===== src/rtl/quad_mux_arbiter.sv =====
// Two-requester arbiter steering one of two data words onto a shared path.
// Round-robin on contention, with a hold limit so a busy owner cannot starve the other side.
module quad_mux_arbiter #(
  parameter int WIDTH    = 4,
  parameter int MAX_HOLD = 8
) (
  input  logic             clk,
  input  logic             rst,
  input  logic             req0,
  input  logic             req1,
  input  logic [WIDTH-1:0] a,
  input  logic [WIDTH-1:0] b,
  output logic             grant0,
  output logic             grant1,
  output logic             sel,
  output logic             en,
  output logic [WIDTH-1:0] y
);

  typedef enum logic [1:0] {
    IDLE = 2'd0,
    G0   = 2'd1,
    G1   = 2'd2
  } state_t;

  localparam logic [7:0] HOLD_LAST = 8'(MAX_HOLD - 1);

  state_t     state;
  state_t     state_nxt;
  logic       last;
  logic [7:0] hold_cnt;
  logic       hold_done;
  logic       grant_entry;

  assign hold_done   = (hold_cnt == HOLD_LAST);
  assign grant_entry = (state_nxt != IDLE) && (state_nxt != state);

  always_comb begin
    state_nxt = state;
    case (state)
      IDLE: begin
        if (req0 && req1)  state_nxt = last ? G0 : G1;
        else if (req0)     state_nxt = G0;
        else if (req1)     state_nxt = G1;
        else               state_nxt = IDLE;
      end
      G0: begin
        if (!req0)                 state_nxt = req1 ? G1 : IDLE;
        else if (req1 && hold_done) state_nxt = G1;
        else                       state_nxt = G0;
      end
      G1: begin
        if (!req1)                 state_nxt = req0 ? G0 : IDLE;
        else if (req0 && hold_done) state_nxt = G0;
        else                       state_nxt = G1;
      end
      default: state_nxt = IDLE;
    endcase
  end

  // last resets to 1 so requester 0 wins the first contended arbitration
  always_ff @(posedge clk or posedge rst) begin
    if (rst) begin
      state    <= IDLE;
      last     <= 1'b1;
      hold_cnt <= 8'd0;
    end else begin
      state <= state_nxt;
      if (grant_entry) begin
        hold_cnt <= 8'd0;
        last     <= (state_nxt == G1);
      end else if (state != IDLE && !hold_done) begin
        hold_cnt <= hold_cnt + 8'd1;
      end
    end
  end

  assign grant0 = (state == G0);
  assign grant1 = (state == G1);
  assign sel    = (state == G1);
  assign en     = (state != IDLE);
  assign y      = en ? (sel ? b : a) : '0;

endmodule


===== config.mk =====
export PLATFORM = sky130hd
export DESIGN_NAME = quad_mux_arbiter
export DESIGN_NICKNAME = d
export VERILOG_FILES = /design/src/rtl/quad_mux_arbiter.sv
export SDC_FILE = /design/constraint.sdc
export NUM_CORES = 1
export LEC_CHECK = 0
export ABC_AREA = 1
export BUFFER_PORTS_ARGS = -buffer_cell sky130_fd_sc_hd__buf_2
export CELL_PAD_IN_SITES_DETAIL_PLACEMENT = 2
export CELL_PAD_IN_SITES_GLOBAL_PLACEMENT = 2
export CORE_MARGIN = 1
export CORE_UTILIZATION = 30
export CTS_CLUSTER_DIAMETER = 60
export CTS_CLUSTER_SIZE = 10
export DETAILED_ROUTE_END_ITERATION = 10
export PLACE_DENSITY_LB_ADDON = 0.1
export SYNTH_ARGS = -nofsm -noshare
export SYNTH_HDL_FRONTEND = slang
export SYNTH_SLANG_ARGS = --single-unit

===== constraint.sdc =====
create_clock -name clk -period 3.15 [get_ports clk]
set_input_delay 0.4725 -clock clk [delete_from_list [all_inputs] [get_ports clk]]
set_output_delay 0.4725 -clock clk [all_outputs]
set_load 0.005 [all_outputs]

; ---- Word-level counts from Yosys, hierarchy flattened
; Index checks and enable logic that the tools add are counted.
[op_classes]
muxes = 14
n_addsub = 1
n_eq_ne = 5
reduce_logical = 10
[op_table]
columns = op, n
row1 = $mux W2, 8
row2 = $mux W8, 2
row3 = $add A8 B1 Y8 const B, 1
row4 = $eq A8 B3 Y1 const B, 1
row5 = $mux W4, 2
row6 = $pmux W2 S3, 1
row7 = $reduce_bool A2 Y1, 3
row8 = $logic_and A1 B1 Y1, 5
row9 = $eq A2 B2 Y1 const B, 2
row10 = $eq A2 B1 Y1 const B, 1
row11 = $logic_not A2 Y1, 1
row12 = $ne A2 B2 Y1, 1
row13 = $logic_not A1 Y1, 1
row14 = $mux W1, 1
[word_totals]
output_inout_bits = 8
elab_cells = 33
ff_bits = 11

; ---- Longest topological paths before layout
; Gate-level depths: netlist of the first run.
[depth]
ltp_word = 8
mapped_depth = 10
ltp_nobuf = 10

; ---- Worst setup path after synthesis of the first run
; Ideal clock, no wire load.
[synth_path]
path_type = flip-flop to output port
from = register state[0]
to = output port y[0]
arrival_time_ns = 0.922
setup_slack_ns = 1.756
path_stages_with_launch = 3
t_required_ns = 2.677
path_cell_list = dfrtp_1 > nor2_2 > a22o_2
[synth_between]
elab_chain_len = 3
elab_cells_between_ends = 4
classes_between = eq/ne (1) / mux (2) / reduce/logical (1)
[synth_lines]
columns = element, line
row1 = "start, declared", 28  ; state_t state;
row2 = "start signal, assigned", 68  ; state <= state_nxt;
row3 = $eq A2 B2 Y1, --
row4 = via grant1, 14  ; output logic grant1,
row5 = $mux W4 (2 in a row), 82  ; assign y = en ? (sel ? b : a) : '0;
row6 = "end, declared", 17  ; output logic [WIDTH-1:0] y
; The timed path passes the listed nets, and every way through them passes these cells.

; ---- Worst setup path after layout of the first run
[layout_path]
from = register state[0]
to = output port y[0]
[layout_between]
elab_chain_len = 3
elab_cells_between_ends = 4
classes_between = eq/ne (1) / mux (2) / reduce/logical (1)
[layout_lines]
columns = element, line
row1 = $eq A2 B2 Y1, 80  ; assign sel = (state == G1);
row2 = $mux W4, 82
row3 = $mux W4 *, 82
; Every way passes the cells marked *; elsewhere a longest branch is shown, timed or not.

==> run metrics, run 1 <==
Avg Inst Size Synth 8.07 um2; unrepaired setup endpoints after global routing no; GRT Util Overall 16.6%; worst min path class input pin to asynchronous set/reset pin; Syn Nets 102; clock buffer depth 2; full die area 2590 um2; wire per inst 13.6 um; clock sinks 11; dominant cell type by area after synthesis dfrtp_1; Worst Reg2Reg Path Length in Cells 10; most frequent cell after synthesis nand2_1; Final min period 1.88 ns; share of layout cells above drive strength 1 37.8%; post_cts resized 0; slack of the worst reg-to-reg path 1.56 ns; first-pass GRT wire length 3190 um; Sw Pwr 0.000286 W; Post-synth ARST share 100%; EDFF count, synth 0; Synth area leaders dfrtp_1, nand2_1, inv_1, nor2_1, xor2_1; Reg-to-Reg Start hold_cnt[0]; crit end category primary output; sequential power share 32.6%; Clk pwr share 15.7%; PwrDens 743 nW/um2; synth warn 0; Data required, critical path 2.68 ns; post-synth top area share 34.8%; core area 2230 um2; utilization after layout 38.8%; final hold vios 0; final RePlAce weighted congestion 0.843; Distinct cells, synth 23; Mapped Area 718 um2; Worst-Margin Slew 0.471 ns; Multi-input gate area 374 um2; Post-layout nets 125; num rows 17; Max-slew headroom 68.6%; setup violators final 0; prevailing post-synth register cell dfrtp_1; Post-Route WL 1890 um; clock latency at the later pin of the worst-skew pair 0.27 ns; Post-synth top cells nand2_1, inv_1, nor2_1; FILL cells 274; Worst VDD drop 0.000313 V; Post-DP HPWL 1520 um; Mapped Cells 89; Remaining Overflow, GRT 0; clock-pin slew on the worst setup and hold paths 0.08 ns; Cell Int Power 0.000359 W; Post-CTS Setup Repair Bufs 0; Max Slew Vio Count 0; CP arrival 1.41 ns; fmax 532 MHz; DRT Pass-1 Iters 3; Post-DP Area 841 um2; CTS root buffer clkbuf_4; setup_tns 0 ns; vias in the first global route 677; Via density 4.81; largest net degree at the start of global routing 12; area grow syn2layout 20.7%; FF+latch count, synth 11; Die H 50.9 um; Gate power share 51.7%; CTS Buf Count 3; H-tree lvl count 1; leakage power 0.448 nW; critical path type flip-flop to primary output; Port Buffers 19; CTS tree yes; Critical R2R Capture hold_cnt[6]; antenna violations before repair 0; post-route cell area 867 um2; outcome finished clean; Antenna Cells 0; Initial DRC Count 4; die extent in x 50.9 um; CP startpoint kind flip-flop; Vias 668; Worst Path Max Fanout 8; final worst-path cycle share 59.7%; sequential area share after synthesis 38.5%; Sequential cell area 277 um2; Fin Clk Skew 0.000466 ns; initial core utilization 32.2%; Max Cap Viol 0; DRC Markers 0; antenna-violating nets left 0; I/O pin cnt 20; Switching Share 44.3%; cts hold-fix bufs 0
==> power by group through the flow <==
stage               clock network (W)  logic (W)  registers, W
finish                       0.000101   0.000333      0.000210
global route                 0.000110   0.000377      0.000215
CTS                          0.000102   0.000346      0.000210
detailed placement                  0   0.000343      0.000213
global placement                    0   0.000332      0.000212
floorplan                           0   0.000242      0.000205
==> worst max-delay path: stages, from the launching register on <==
cell     delay, ns
dfrtp_1       0.46
nor2_2        0.37
a22o_2        0.20
buf_2         0.10
==> through the flow <==
stage	setup slack, ns	total power [W]	hold slack (ns)	cells
after floorplan	1.76	0.000447	0.324	89
after global placement	1.57	0.000544	0.492	135
after detailed placement	1.55	0.000556	0.506	135
after CTS	1.25	0.000659	0.212	139
after global routing	1.17	0.000702	0.234	139
final	1.27	0.000645	0.202	139
==> metal layers <==
layer	up-vias	global-route usage, %	share of wire [%]
li1	326	-	-
met1	330	20.9	48
met2	10	28.3	49
met3	2	2.98	2.6
met4	0	5.56	0.48
met5	-	0	0
==> worst max path at each step <==
stage	start	endpoint	slack [ns]	depth (start not counted)
2_1_floorplan	state[0]	y[0]	1.76	2
3_3_place_gp	state[1]	y[2]	1.57	4
3_5_place_dp	state[0]	y[0]	1.55	3
4_1_cts	state[0]	y[0]	1.25	3
5_1_grt	state[1]	y[0]	1.17	4
6_report	state[0]	y[0]	1.27	3
==> final cells by class <==
| class | count | share of cell area (%) |
|---|---|---|
| timing repair buffer | 19 | 11.0 |
| inverter | 16 | 6.93 |
| tap | 28 | 4.04 |
| sequential | 11 | 31.9 |
| clock buffer | 4 | 3.03 |
| multi-input combinational | 61 | 43.1 |
==> cells by family (layout without fill, tap and decap cells) <==
family,count (synthesis),after routing,share of synthesized area (%)
AOI/OAI and AO/OA,10,10,13.6
xor gates and xnor gates,5,5,6.10
adders and majority gates,1,1,1.74
buffers and inverters,17,39,9.41
DFF,11,11,38.5
and+or+nand+nor,45,45,30.7
==> state kept, by name (all words and copies together), names as in the netlist <==
name	count
last	1
state	2
hold_cnt	8
==> layout by cell type, fill, tap and decap left out, drive strengths merged <==
cell / instances
xor2: 5
o211ai: 1
nand4: 2
a31oi: 1
dfstp: 1
nor2: 16
a211oi: 1
dfrtp: 10
nor3: 1
o21ai: 2
a22o: 4
nand3: 6
buf: 19
o31ai: 1
clkbuf: 4
nand2: 20
ha: 1
inv: 16
Note: power is estimated with default switching activity, not from simulation.
==> inputs of run 2 (changes only) <==
ABC_AREA = 0   (was 1)
CORE_UTILIZATION = 29   (was 30)
clock period = 1.9 ns   (was 3.15 ns; I/O delays follow)
==> run 2 against run 1 <==
Compared with the run above: wire length rose by 4.6%; register-to-register slack got worse by 1.3 ns; critical path depth did not move; critical endpoint is now y[1]; flip-flop and latch count did not move; largest cell class unchanged; critical path type unchanged; via count rose by 0.15%.
==> run metrics, run 2 <==
worst min path class input pin to asynchronous set/reset pin; Max Slew Vio Count 0; most frequent cells in the layout buf_2, nor2_1, dfrtp_1; Die H 51.5 um; setup_tns 0 ns; Post-CTS Setup Repair Bufs 0; FF+latch count, synth 11; setup violators final 0; simple-gate share of the synthesized area 28.5%; post_cts resized 0; Antenna Cells 0; complex-gate fraction of the synthesized area 18.5%; clock-pin slew on the worst setup and hold paths 0.07 ns; Synth area leaders dfrtp_1, nor2_1, nand3_1, a22o_1, xor2_1; xor and xnor fraction of the mapped netlist area 6.15%; synth warn 0; CTS tree yes; DRC Markers 0; CTS Buf Count 3; GRT Util Overall 17.1%; Post-synth top cells nor2_1, dfrtp_1, nand3_1; Post-synth ARST share 100%; Data required, critical path 1.62 ns; initial core utilization 31.6%; wire per inst 15.6 um; count of non-filler cells in the finished layout 127; prevailing post-synth register cell dfrtp_1; Distinct cells, synth 29; Mapped Cells 78; routed wl met3 92 um; PwrDens 879 nW/um2; CP arrival 1.44 ns; cts hold-fix bufs 0; post-synth top area share 35.1%; Worst VDD drop 0.000448 V; slack of the worst reg-to-reg path 0.24 ns; Worst-Margin Slew 0.449 ns; max layer used met4; H-tree lvl count 1; placed insts 123; CP startpoint kind flip-flop; first-pass GRT wire length 3240 um; DRT Pass-1 Iters 4; commonest non-fill, non-tap cell in the layout buf_2; Post-Synth Adder-Cell Area 1.76%; worst path cell trace nor2b_1 > a22o_1 > buf_2; core area 2250 um2; EDFF count, synth 0; Post-DP HPWL 1540 um; M1 WL 980 um; post-route cell area 856 um2; clock buffer depth 2; Remaining Overflow, GRT 0; largest family of logic cells by synthesized area simple AND/OR/NAND/NOR gates; Max Cap Viol 0; final worst-path cycle share 90.9%; Met2 Wirelength 900 um; most frequent cell after synthesis nor2_1; crit end category primary output; sequential area share after synthesis 38.8%; Mapped Area 712 um2; mux cell area share after synthesis 1.41%; Post-DP Area 830 um2; slowest CP cell dfrtp_1; area grow syn2layout 20.2%; Final min period 1.73 ns; max reg flops 8; leakage power 0.413 nW; largest net degree at the start of global routing 12; CTS root buffer clkbuf_4; share of layout cells above drive strength 1 31.3%; antenna violations before repair 0; Top reg by flops hold_cnt; Worst Path Max Fanout 11; clock sinks 11; Post-layout nets 113; final RePlAce weighted congestion 0.809; Initial DRC Count 9; Port Buffers 19; I/O pin cnt 20; Syn Nets 91; Via density 5.27; critical path type flip-flop to primary output; vias in the first global route 674; outcome finished clean; full die area 2660 um2; antenna-violating nets left 0; Fin Clk Skew 0.00296 ns; Avg Inst Size Synth 9.13 um2; num rows 17; dominant cell type by area after synthesis dfrtp_1; clock latency at the later pin of the worst-skew pair 0.27 ns; die extent in x 51.5 um; final hold vios 0; Post-Route WL 1980 um; Vias 669; Max-slew headroom 70.0%; unrepaired setup endpoints after global routing no; max incr delay on CP 0.52 ns; fmax 579 MHz; biggest regs hold_cnt (8), state (2), last (1)
==> run 2: cell count changes after synthesis, moves of 4 or more <==
cell and delta:
a21oi_1 +5, a22o_1 +4, a22o_2 -4, inv_1 -10, nand2_1 -12, nor2_2 -4
==> run 2: final cells by class <==
class	instances	area, um2
clock buffers	4	26.3
fillers	280	1400
inverters	4	15.0
multi-input cells	60	400
flip-flops and latches	11	277
well taps	28	35.0
repair buffers	20	103
==> run 2: final timing paths <==
check / from / endpoint / depth (start not counted)
setup / recovery: state[0] / y[1] / 3
hold / removal: rst / state[1] / 2
setup reg to reg: hold_cnt[0] / hold_cnt[3] / 5
hold reg to reg: last / last / 2
max in group asynchronous: rst / last / 2
min in group clk: req0 / state[0] / 3
==> run 2: routing by layer <==
metal / vias to the layer above / track usage, %
li1: 326 / -
met1: 327 / 22.3
met2: 14 / 26.8
met3: 2 / 6.14
met4: 0 / 4.05
met5: - / 0
==> run 2: critical path: cells and delay by family, from the launching register on <==
kind	cells	cell delay, ns
and+or+nand+nor	1	0.36
AOI/OAI and AO/OA	1	0.18
DFF	1	0.52
buffers and inverters	1	0.11
==> run 2: through the flow <==
step / utilization, % / total power [W] / hold slack (ns) / setup WS, ns
global placement: 36.8 / 0.000586 / 0.314 / 0.326
finish: 38.0 / 0.000752 / 0.00359 / 0.174
detailed placement: 36.8 / 0.000597 / 0.311 / 0.264
global route: 38.0 / 0.000812 / 0.0228 / 0.0251
floorplan: - / 0.000502 / 0.137 / 0.377
CTS: 38.0 / 0.000763 / 0.0144 / 0.153
==> run 2: logic make-up (layout without fill, tap and decap cells) <==
| kind of cell | after synthesis | in the layout |
|---|---|---|
| xor gates and xnor gates | 5 | 5 |
| buffers and inverters | 7 | 28 |
| muxes | 1 | 1 |
| and+or+nand+nor | 36 | 36 |
| AOI/OAI and AO/OA | 17 | 17 |
| DFF | 11 | 11 |
| adders and majority gates | 1 | 1 |
==> run 2: report_power, final <==
| group | switching, W | internal [W] |
|---|---|---|
| Combinational | 0.000140 | 0.000113 |
| Sequential | 0.0000591 | 0.000278 |
| Clock | 0.0000804 | 0.0000814 |
==> inputs of run 3 (changes only) <==
PLACE_DENSITY_LB_ADDON = 0.2   (was 0.1)
==> run 3 against run 2 <==
Compared with the run above: wire length rose by 0.96%; critical path type unchanged; global-route usage fell by 0.41 points; total power fell by 1.2%; count of clock-buffer cells in the layout did not move; largest cell class unchanged; register-to-register slack barely moved; first-iteration DRC count fell by 22%; sequential power barely moved; highest routed layer unchanged.
==> run metrics, run 3 (synthesis gave the netlist of run 2 again) <==
unrepaired setup endpoints after global routing no; commonest non-fill, non-tap cell in the layout buf_2; max reg flops 8; worst min path class input pin to asynchronous set/reset pin; clock buffer depth 2; num rows 17; clock-pin slew on the worst setup and hold paths 0.07 ns; Max Slew Vio Count 0; Initial DRC Count 7; Switching Share 36.6%; max incr delay on CP 0.53 ns; Data required, critical path 1.62 ns; Gate power share 33.0%; core area 2250 um2; CP arrival 1.44 ns; Fin Clk Skew 0.00190 ns; H-tree lvl count 1; biggest regs hold_cnt (8), state (2), last (1); post_cts resized 0; DRC Markers 0; utilization after layout 38.0%; Worst Path Max Fanout 11; FILL cells 283; CTS root buffer clkbuf_4; Post-DP HPWL 1500 um; routed wl met3 95 um; die extent in x 51.5 um; GRT Util Overall 16.7%; setup_tns 0 ns; M1 WL 932 um; fmax 581 MHz; Die H 51.5 um; Via density 5.35; initial core utilization 31.6%; CTS tree yes; Worst-Margin Slew 0.465 ns; Cell Int Power 0.000471 W; Clk pwr share 21.7%; setup violators final 0; cts hold-fix bufs 0; slowest CP cell dfrtp_1; Post-layout nets 113; Vias 679; critical path type flip-flop to primary output; antenna-violating nets left 0; sequential power share 45.3%; Crit path max-delay family flip-flops; largest net degree at the start of global routing 12; final hold vios 0; area grow syn2layout 20.2%; Post-CTS Setup Repair Bufs 0; final worst-path cycle share 90.5%; Remaining Overflow, GRT 0; worst path cell trace nor2b_1 > a22o_1 > buf_2; Antenna Cells 0; leakage power 0.413 nW; Max-slew headroom 68.9%; max layer used met4; Top reg by flops hold_cnt; Met2 Wirelength 961 um; clock latency at the later pin of the worst-skew pair 0.26 ns; share of layout cells above drive strength 1 31.3%; Sw Pwr 0.000272 W; antenna violations before repair 0; PwrDens 869 nW/um2; full die area 2660 um2; DRT Pass-1 Iters 4; vias in the first global route 672; Worst VDD drop 0.000475 V; CTS Buf Count 3; crit end category primary output; CP startpoint kind flip-flop; first-pass GRT wire length 3220 um; Port Buffers 19; Post-Route WL 2000 um; Sequential cell area 277 um2; clock sinks 11; Multi-input gate area 400 um2; most frequent cells in the layout buf_2, nor2_1, dfrtp_1; Buf/Inv on CP 1; Max Cap Viol 0; Final min period 1.72 ns; wire per inst 15.8 um; outcome finished clean; I/O pin cnt 20; final RePlAce weighted congestion 0.757
-- run 3: metrics by stage --
stage	power, W	worst slack [ns]	instance area, um2	hold WS (ns)	cells
after CTS	0.000755	0.155	856	0.0161	127
after floorplan	0.000502	0.377	712	0.137	78
final	0.000743	0.180	856	0.0135	127
after global routing	0.000796	0.0856	856	0.0421	127
after global placement	0.000586	0.326	830	0.305	123
after detailed placement	0.000590	0.270	830	0.312	123
-- run 3: cell type report --
class                      instances  area share (%)
multi-input combinational         60            46.8
sequential                        11            32.3
tap                               28            4.09
clock buffer                       4            3.07
inverter                           4            1.75
timing repair buffer              20            12.0
-- run 3: worst paths after layout --
path / to / from / depth (start not counted) / slack, ns
setup reg to reg: hold_cnt[3] / hold_cnt[0] / 5 / 0.25
min in group clk: state[0] / req0 / 3 / 0.31
setup / recovery: y[1] / state[0] / 3 / 0.18
hold reg to reg: last / last / 2 / 0.53
hold / removal: hold_cnt[7] / rst / 2 / 0.01
max in group asynchronous: last / rst / 2 / 1.54
-- run 3: per-layer routing --
metal,vias up,global-route usage [%]
met5,-,0
met3,2,2.05
met2,19,27.7
met4,0,8.11
met1,335,21.3
li1,323,-
-- run 3: power by group through the flow --
| stage | combinational (W) | clock (W) | sequential (W) |
|---|---|---|---|
| 6_report | 0.000246 | 0.000161 | 0.000337 |
| 3_3_place_gp | 0.000247 | 0 | 0.000339 |
| 3_5_place_dp | 0.000248 | 0 | 0.000342 |
| 4_1_cts | 0.000251 | 0.000167 | 0.000337 |
| 2_1_floorplan | 0.000189 | 0 | 0.000314 |
| 5_1_grt | 0.000277 | 0.000176 | 0.000344 |
